`src/rtl/ifetch_if.sv`:
```
// ifetch_if: groups the fetch stage's memory request/response, redirect and decode channels.
// Latency: wires only, no storage.
// Backpressure: imem_req uses valid/ready, inst uses valid/ready, imem_resp and redirect have none.
//
// Ports (master = fetch stage, slave = memory/decode/branch side):
//   imem_req_valid/ready/addr   word-aligned fetch request
//   imem_resp_valid/data        in-order instruction response, always accepted
//   redirect_valid/pc           next-PC override from branch/jump resolution
//   inst_valid/ready, inst, inst_pc, opcode, funct3, funct7   head of the instruction buffer
interface ifetch_if;
  logic        imem_req_valid;
  logic        imem_req_ready;
  logic [31:0] imem_req_addr;
  logic        imem_resp_valid;
  logic [31:0] imem_resp_data;
  logic        redirect_valid;
  logic [31:0] redirect_pc;
  logic        inst_valid;
  logic        inst_ready;
  logic [31:0] inst;
  logic [31:0] inst_pc;
  logic [6:0]  opcode;
  logic [2:0]  funct3;
  logic [6:0]  funct7;

  modport master (
    output imem_req_valid, imem_req_addr,
    input  imem_req_ready,
    input  imem_resp_valid, imem_resp_data,
    input  redirect_valid, redirect_pc,
    output inst_valid, inst, inst_pc, opcode, funct3, funct7,
    input  inst_ready
  );

  modport slave (
    input  imem_req_valid, imem_req_addr,
    output imem_req_ready,
    output imem_resp_valid, imem_resp_data,
    output redirect_valid, redirect_pc,
    input  inst_valid, inst, inst_pc, opcode, funct3, funct7,
    output inst_ready
  );
endinterface

```
`src/rtl/ifetch.sv`:
```
// ifetch: holds the PC, issues word fetches and buffers returned instructions in order for decode.
// Latency: request accepted in N, response in N+k, instruction visible to decode in N+k+1.
// Backpressure: requests need a free credit (outstanding + buffered < DEPTH); responses are never stalled.
//
// Ports: clk, reset (synchronous, active-high), bus (ifetch_if.master: imem request/response,
//        redirect, decode head with split opcode/funct3/funct7 fields).
module ifetch #(
  parameter logic [31:0] RESET_PC = 32'h0000_0000,
  parameter int          DEPTH    = 2
) (
  input  logic     clk,
  input  logic     reset,
  ifetch_if.master bus
);
  localparam int            PW   = (DEPTH > 1) ? $clog2(DEPTH) : 1;
  localparam int            CW   = $clog2(DEPTH + 1);
  localparam logic [PW-1:0] LAST = PW'(DEPTH - 1);

  logic [31:0]   fetch_pc;
  // PC of the next response that will be kept. Requests are sequential between redirects and every
  // response older than a redirect is dropped, so this one register pairs each kept word with its address.
  logic [31:0]   resp_pc;
  logic [31:0]   buf_pc   [DEPTH];
  logic [31:0]   buf_word [DEPTH];
  logic [PW-1:0] head;
  logic [PW-1:0] tail;
  logic [CW-1:0] occupancy;
  logic [CW-1:0] outstanding;
  logic [CW-1:0] drop_cnt;

  logic [CW:0]   committed;
  logic          head_vld;
  logic          pop_req;
  logic          pop;
  logic          push;
  logic          resp_drop;
  logic          req_valid;
  logic          req_fire;
  logic [31:0]   redirect_tgt;
  logic [31:0]   head_word;
  logic [31:0]   head_pc;
  logic [1:0]    unused_redirect_lsbs;

  function automatic logic [PW-1:0] ptr_inc(input logic [PW-1:0] p);
    return (p == LAST) ? '0 : p + PW'(1);
  endfunction

  always_comb begin
    head_vld  = (occupancy != '0);
    pop_req   = head_vld && bus.inst_ready;
    // Slots already promised: in-flight requests plus buffered words, net of this cycle's pop.
    committed = {1'b0, outstanding} + {1'b0, occupancy} - (CW+1)'(pop_req);
    req_valid = !reset && !bus.redirect_valid && (committed < (CW+1)'(DEPTH));
    req_fire  = req_valid && bus.imem_req_ready;
    // A redirect voids the pop and discards any response arriving with it.
    pop       = pop_req && !bus.redirect_valid;
    resp_drop = bus.imem_resp_valid && (drop_cnt != '0);
    push      = bus.imem_resp_valid && (drop_cnt == '0) && !bus.redirect_valid;
  end

  assign redirect_tgt         = {bus.redirect_pc[31:2], 2'b00};
  assign unused_redirect_lsbs = bus.redirect_pc[1:0];

  always_ff @(posedge clk) begin
    if (reset) begin
      fetch_pc    <= RESET_PC;
      resp_pc     <= RESET_PC;
      head        <= '0;
      tail        <= '0;
      occupancy   <= '0;
      outstanding <= '0;
      drop_cnt    <= '0;
    end else begin
      outstanding <= outstanding + CW'(req_fire) - CW'(bus.imem_resp_valid);
      if (bus.redirect_valid) begin
        fetch_pc  <= redirect_tgt;
        resp_pc   <= redirect_tgt;
        head      <= '0;
        tail      <= '0;
        occupancy <= '0;
        // Everything still in flight after this cycle's response belongs to the old path.
        drop_cnt  <= outstanding - CW'(bus.imem_resp_valid);
      end else begin
        if (req_fire) begin
          fetch_pc <= fetch_pc + 32'd4;
        end
        if (resp_drop) begin
          drop_cnt <= drop_cnt - CW'(1);
        end
        if (push) begin
          tail    <= ptr_inc(tail);
          resp_pc <= resp_pc + 32'd4;
        end
        if (pop) begin
          head <= ptr_inc(head);
        end
        occupancy <= occupancy + CW'(push) - CW'(pop);
      end
    end
  end

  // Storage needs no reset: the head is only exposed while the buffer is non-empty.
  always_ff @(posedge clk) begin
    if (push && !reset) begin
      buf_pc[tail]   <= resp_pc;
      buf_word[tail] <= bus.imem_resp_data;
    end
  end

  assign head_word = head_vld ? buf_word[head] : '0;
  assign head_pc   = head_vld ? buf_pc[head]   : '0;

  assign bus.imem_req_valid = req_valid;
  assign bus.imem_req_addr  = fetch_pc;
  assign bus.inst_valid     = head_vld;
  assign bus.inst           = head_word;
  assign bus.inst_pc        = head_pc;
  assign bus.opcode         = head_word[6:0];
  assign bus.funct3         = head_word[14:12];
  assign bus.funct7         = head_word[31:25];
endmodule
```
`src/flat_wrapper.sv`:
```
// flat-port wrapper written by rule: the top's interface ports become plain ports
module ifetch_flat 
#(
  parameter logic [31:0] RESET_PC = 32'h0000_0000,
  parameter int          DEPTH    = 2
)
  (clk, reset, bus_imem_req_valid, bus_imem_req_addr, bus_imem_req_ready, bus_imem_resp_valid, bus_imem_resp_data, bus_redirect_valid, bus_redirect_pc, bus_inst_valid, bus_inst, bus_inst_pc, bus_opcode, bus_funct3, bus_funct7, bus_inst_ready);
  ifetch_if bus_i ();
  input  logic clk;
  input  logic reset;
  output wire logic [$bits(bus_i.imem_req_valid)-1:0] bus_imem_req_valid;
  output wire logic [$bits(bus_i.imem_req_addr)-1:0] bus_imem_req_addr;
  input wire logic [$bits(bus_i.imem_req_ready)-1:0] bus_imem_req_ready;
  input wire logic [$bits(bus_i.imem_resp_valid)-1:0] bus_imem_resp_valid;
  input wire logic [$bits(bus_i.imem_resp_data)-1:0] bus_imem_resp_data;
  input wire logic [$bits(bus_i.redirect_valid)-1:0] bus_redirect_valid;
  input wire logic [$bits(bus_i.redirect_pc)-1:0] bus_redirect_pc;
  output wire logic [$bits(bus_i.inst_valid)-1:0] bus_inst_valid;
  output wire logic [$bits(bus_i.inst)-1:0] bus_inst;
  output wire logic [$bits(bus_i.inst_pc)-1:0] bus_inst_pc;
  output wire logic [$bits(bus_i.opcode)-1:0] bus_opcode;
  output wire logic [$bits(bus_i.funct3)-1:0] bus_funct3;
  output wire logic [$bits(bus_i.funct7)-1:0] bus_funct7;
  input wire logic [$bits(bus_i.inst_ready)-1:0] bus_inst_ready;
  assign bus_imem_req_valid = bus_i.imem_req_valid;
  assign bus_imem_req_addr = bus_i.imem_req_addr;
  assign bus_i.imem_req_ready = bus_imem_req_ready;
  assign bus_i.imem_resp_valid = bus_imem_resp_valid;
  assign bus_i.imem_resp_data = bus_imem_resp_data;
  assign bus_i.redirect_valid = bus_redirect_valid;
  assign bus_i.redirect_pc = bus_redirect_pc;
  assign bus_inst_valid = bus_i.inst_valid;
  assign bus_inst = bus_i.inst;
  assign bus_inst_pc = bus_i.inst_pc;
  assign bus_opcode = bus_i.opcode;
  assign bus_funct3 = bus_i.funct3;
  assign bus_funct7 = bus_i.funct7;
  assign bus_i.inst_ready = bus_inst_ready;
  ifetch #(.RESET_PC(RESET_PC), .DEPTH(DEPTH)) u_core (.clk(clk), .reset(reset), .bus(bus_i));
endmodule
```
`config.mk`:
```
export PLATFORM = sky130hd
export DESIGN_NAME = ifetch_flat
export DESIGN_NICKNAME = d
export VERILOG_FILES = /design/src/rtl/ifetch_if.sv /design/src/rtl/ifetch.sv /design/src/flat_wrapper.sv
export SDC_FILE = /design/constraint.sdc
export NUM_CORES = 1
export LEC_CHECK = 0
export ABC_AREA = 1
export BUFFER_PORTS_ARGS = -buffer_cell sky130_fd_sc_hd__buf_2
export CAP_MARGIN = 15
export CELL_PAD_IN_SITES_DETAIL_PLACEMENT = 1
export CELL_PAD_IN_SITES_GLOBAL_PLACEMENT = 1
export CORE_MARGIN = 1.5
export CORE_UTILIZATION = 30
export CTS_BUF_LIST = sky130_fd_sc_hd__clkbuf_4
export DETAILED_ROUTE_END_ITERATION = 16
export HOLD_SLACK_MARGIN = 0.12
export PLACE_DENSITY_LB_ADDON = 0.25
export SLEW_MARGIN = 20
export SYNTH_ARGS = -nofsm -noshare
export SYNTH_HDL_FRONTEND = slang
export SYNTH_SLANG_ARGS = --single-unit
export TNS_END_PERCENT = 50
```
`constraint.sdc`:
```
create_clock -name clk -period 17.13 [get_ports clk]
set_input_delay 3.426 -clock clk [delete_from_list [all_inputs] [get_ports clk]]
set_output_delay 3.426 -clock clk [all_outputs]
set_load 0.01 [all_outputs]
```
Word-level counts from Yosys, hierarchy flattened
Memories as Yosys holds them, arrays and structs flattened. A register that Yosys moved wholly into a read port is not among the register bits. Cells that the tools add are included.

Reductions and logical operators: 18. Multiply operators: 0. Shift operators: 0. Div/mod/pow operators: 0. Equal/unequal tests: 0. Multiplexer cells: 16. Bitwise operators: 0. $add $sub $neg: 12. Magnitude comparators: 1.

Operator list (count): two-way mux 32 bit (6); adder 32 x 3 -> 32 bit (second input constant) (2); nonzero test 2 bit (5); logical AND 1 bit (9); two-way mux 1 bit (8); subtractor 2 x 1 -> 2 bit (3); adder 2 x 1 -> 2 bit (2); two-way mux 2 bit (2); adder 2 x 2 -> 3 bit (1); less-than comparator 3 x 2 -> 1 bit (second input constant) (1); subtractor 3 x 1 -> 3 bit (1); adder 1 bit (second input constant) (2); logical NOT 1 bit (2); logical NOT 2 bit (1); OR reduction 2 bit (1); subtractor 2 x 1 -> 2 bit (second input constant) (1).

Input port bits: 70. Memories kept: 2. Flip-flop bits (word level): 72. Bits in latches: 0. RAM bits: 128. Bits in read-only memories: 0. Word-level logic and storage cells: 58.

Memories: u_core.buf_pc (depth 2, bits a word 32, rd ports 1, clocked after memory_dff 1, write ports 1, line ifetch.sv:23) `logic [31:0] buf_pc [DEPTH];`; u_core.buf_word (depth 2, bits a word 32, rd ports 1, clocked after memory_dff 1, write ports 1, line ifetch.sv:24) `logic [31:0] buf_word [DEPTH];`.

Longest topological paths before layout
Word-level depth: 8. Mapped depth: 16. Depth with buffers taken out: 15.

Least setup slack after synthesis
OpenSTA, ideal clock, no wires.

Path kind: input-to-reg. From: input port reset. To: memory u_core.buf_pc[1][10], enable pin. Required time: 16572 ps. Buffers on the path: 2. Slack: 8437 ps. Stages: 5. Data arrival time: 8135 ps. Path through: buf_2 > nor2_4 > buf_2 > inv_1 > nor3_1.

Longest elaborated chain between the ends: 4.

RTL lines: start: declaration (line flat_wrapper.sv:10) `input logic reset;`; logical NOT 1 bit (line ifetch.sv:104) `if (push && !reset) begin`; logical AND 1 bit (line ifetch.sv:104); two-way mux 1 bit (line ifetch.sv:104); two-way mux 1 bit (not written as such) (line ifetch.sv:105) `buf_pc[tail] <= resp_pc;`; end: declaration (line ifetch.sv:23).

No other way between the ends.

Worst setup path after layout
From: input port bus_inst_ready. To: output port bus_imem_req_valid.

Longest elaborated chain between the ends: 4.

RTL lines: start: declaration (line flat_wrapper.sv:24) `input wire logic [$bits(bus_i.inst_ready)-1:0] bus_inst_ready;`; logical AND 1 bit (line ifetch.sv:50) `pop_req = head_vld && bus.inst_ready;`; subtractor 3 x 1 -> 3 bit (line ifetch.sv:52) `committed = {1'b0, outstanding} + {1'b0, occupancy} - (CW+1)'(pop_req);`; less-than comparator 3 x 2 -> 1 bit (line ifetch.sv:53) `req_valid = !reset && !bus.redirect_valid && (committed < (CW+1)'(DEPTH));`; logical AND 1 bit (line ifetch.sv:53); end: declaration (line flat_wrapper.sv:11) `output wire logic [$bits(bus_i.imem_req_valid)-1:0] bus_imem_req_valid;`.

No other way between the ends.

==> metrics.md <==
| Metric | Value |
|---|---|
| Area leader, netlist | edfxtp_1 |
| Clock skew | 37.8 ps |
| Tcrit/Tclk final | 50.4% |
| Unrepaired setup endpoints after global routing | no |
| Die area | 32800 um^2 |
| Htree depth | 4 |
| Clock Tree Root | clkbuf_4 |
| Mapped Area | 9520 um^2 |
| Most common cell after layout, fill and taps aside | nand2_1 |
| Met3 WL post-DR | 1100 um |
| Worst Setup SP | bus_inst_ready |
| I/O Pins | 185 |
| Met2 routed WL | 12900 um |
| Dpl cells | 1668 |
| Routed length per instance | 16.5 um |
| DRT Wirelength | 28100 um |
| Worst slew margin | 40.7% |
| FF-to-FF Start | u_core.occupancy[1] |
| Ys async rst share | 0% |
| Critical path endpoint category | output pin |
| Number of enable flip-flop cells after synthesis | 124 |
| Clock group share of total power | 28.2% |
| Hold-fix buffers at CTS | 0 |
| CTS tree | yes |
| Clk sinks | 193 |
| Syn_area_per_cell | 8.34 um^2 |
| Psw | 266 uW |
| Top layer in use | met4 |
| Max Cap Viol | 0 |
| Gr usage total | 17.4% |
| Count of cell types in the netlist | 35 |
| Hold wc startpoint | u_core.head |
| DIE HEIGHT | 181 um |
| VDD IR max | 0.0340 mV |
| Site Rows | 65 |
| Worst Hold Class | reg2reg |
| Reg clk slew, reported paths | 170 ps |
| Sequential area share after synthesis | 53.6% |
| First-pass GRT wire length | 44400 um |
| Area share of the largest cell type after synthesis | 39.1% |
| Core Footprint | 31400 um^2 |
| Residual DRC count | 0 |
| Overflow after GRT | 0 |
| I/O Buffers | 178 |
| Top FF cell, synth | edfxtp_1 |
| Switching Fraction | 30.2% |
| Fmax | 116 MHz |
| Fin cells | 1700 |
| Combinational share of power | 11.5% |
| Initial antenna violation count | 2 |
| GP Congestion | 0.836 |
| WP data required | 13700 ps |
| Clk Latency, worst-skew pair | 590 ps |
| Slowest stage delay, CP | 390 ps |
| DR vias/cell | 4.71 |
| Crit Path Class | in2out |
| Vias | 7999 |
| Total power density per cell area | 80.6 nW/um^2 |
| Startpoint types | primary input |
| Post-route ant nets | 0 |
| Family with the most delay on the worst path | adder cells |
| CTS buffer count | 17 |
| Largest net degree at the start of global routing | 64 |
| Slew Limit Fails | 0 |
| CP Buf/Inv Count | 4 |
| Most frequent cells in the layout | 381 x nand2_1, 178 x buf_2, 124 x edfxtp_1 |
| HPWL Detailed | 19700 um |
| Share of cells above drive strength 1 | 20.4% |
| Final hold vios | 0 |
| Post-CTS Setup Repair Bufs | 0 |
| Sequential share of power | 60.3% |
| Routed length on met1 | 13600 um |
| CP Cell Sequence | buf_2, nand2_1, inv_1, ha_1, or2_2, fa_1, xor2_1, nand3_1, inv_1, buf_2 |
| Initial DRC count | 342 |
| Cts repair resizes | 0 |
| Status | finished, final reports clean |
| Final hold slack | 474 ps |
| Final nets | 1365 |
| Vias in the first global route | 8163 |
| Cell at the slowest stage of the critical path | fa_1 |
| Pint | 614 uW |
| Die X | 181 um |
| Slew @ Worst Pin | 889 ps |
| Register bit total from synthesis | 193 |
| Crit path time final | 8640 ps |
| Max clock buf depth | 2 |
| Setup Viol. Count Final | 0 |
| Synthesized instance count | 1141 |
| Area delta synth->final | 14.7% |
| 1st-pass router iterations | 5 |
| Setup TNS | 0 ps |
| Top area cells in the synthesized netlist | edfxtp_1 39%, nand2_1 15%, dfxtp_1 15% |
| Fill cells | 3831 |
| Synth Warn # | 0 |
| Leak Pwr | 4.61 nW |
| Initial Util | 30.3% |
| Max FO, Critical Path | 5 |
| Arrival time at the worst endpoint | 5210 ps |
## sequential cells by signal, summed over array words and instances, names as in the netlist, named ones only
name,cells
u_core.buf_pc,60
u_core.buf_word,64
u_core.bus.imem_req_addr,30
u_core.drop_cnt,2
u_core.head,1
u_core.occupancy,2
u_core.outstanding,2
u_core.resp_pc,30
u_core.tail,1
## stage by stage
step                      cell area, um^2  setup slack, ps  power (mW)  util [%]
after floorplan                      9530             8440       0.602         -
after global routing                10900             8350       0.922      34.8
after CTS                           10900             8470       0.892      34.8
after detailed placement            10600             8480       0.643      33.9
final                               10900             8490       0.880      34.8
after global placement              10600             8530       0.639      33.9
## worst reg2reg max path, stage by stage (launching register included)
cell	delay, ps
dfxtp_1	390
nor2_4	80
buf_4	570
inv_1	130
nand2_1	180
inv_1	70
ha_1	270
or2_2	310
fa_1	390
xor2_1	240
nand4_2	620
nand2_2	510
inv_2	210
nand2_1	100
nand2_1	50
nor2_1	90
nor2_1	40
## path summary, 6_finish.rpt
kind                                   to  slack (ps)  cells after the start
max reg2reg  u_core.bus.imem_req_addr[12]       12780                     16
min                                  flop         470                      2
max                    bus_imem_req_valid        8490                     10
min reg2reg                          flop         470                      2
## cells by family (layout without fill, tap and decap cells)
family                   after synthesis  in the layout  synth area share [%]
buffers and inverters                167            320                  7.98
XOR/XNOR                              25             25                  2.30
AND/OR/NAND/NOR                      591            591                  26.4
AO/OA/AOI/OAI                        154            154                  8.31
flip-flops                           193            193                  53.6
adder cells (fa/ha/maj)               10             10                  1.39
other                                  1              5                0.0394
## cell type report
cell class | instances | area (um^2) | share of cell area [%]
repair buffers | 186 | 951 | 8.71
clock inverters | 14 | 150 | 1.38
well taps | 402 | 503 | 4.61
flip-flops and latches | 193 | 5110 | 46.8
inverters | 103 | 389 | 3.56
multi-input cells | 784 | 3690 | 33.8
diodes | 1 | 2.50 | 0.0229
clock buffers | 17 | 128 | 1.17
## metal layers
layer | vias to the layer above | GRT usage (%)
li1 | 3974 | -
met1 | 3800 | 24.0
met2 | 196 | 28.5
met3 | 29 | 2.58
met4 | 0 | 4.77
met5 | - | 0
## synth_stat cells, drive strengths merged (9+ instances only)
cell,count
ha,9
nand3,64
nor2,112
dfxtp,69
xnor2,10
xor2,15
a21oi,115
nand2,389
buf,40
nand4,11
o21ai,29
edfxtp,124
clkbuf,24
inv,103
## power by group through the flow
| stage | logic, mW | clock network [mW] | registers, mW |
|---|---|---|---|
| floorplan | 0.0641 | 0 | 0.537 |
| global placement | 0.0988 | 0 | 0.541 |
| detailed placement | 0.102 | 0 | 0.541 |
| CTS | 0.103 | 0.258 | 0.531 |
| global route | 0.115 | 0.274 | 0.534 |
| finish | 0.101 | 0.248 | 0.531 |
No activity file was read; power rests on OpenSTA's default activity.
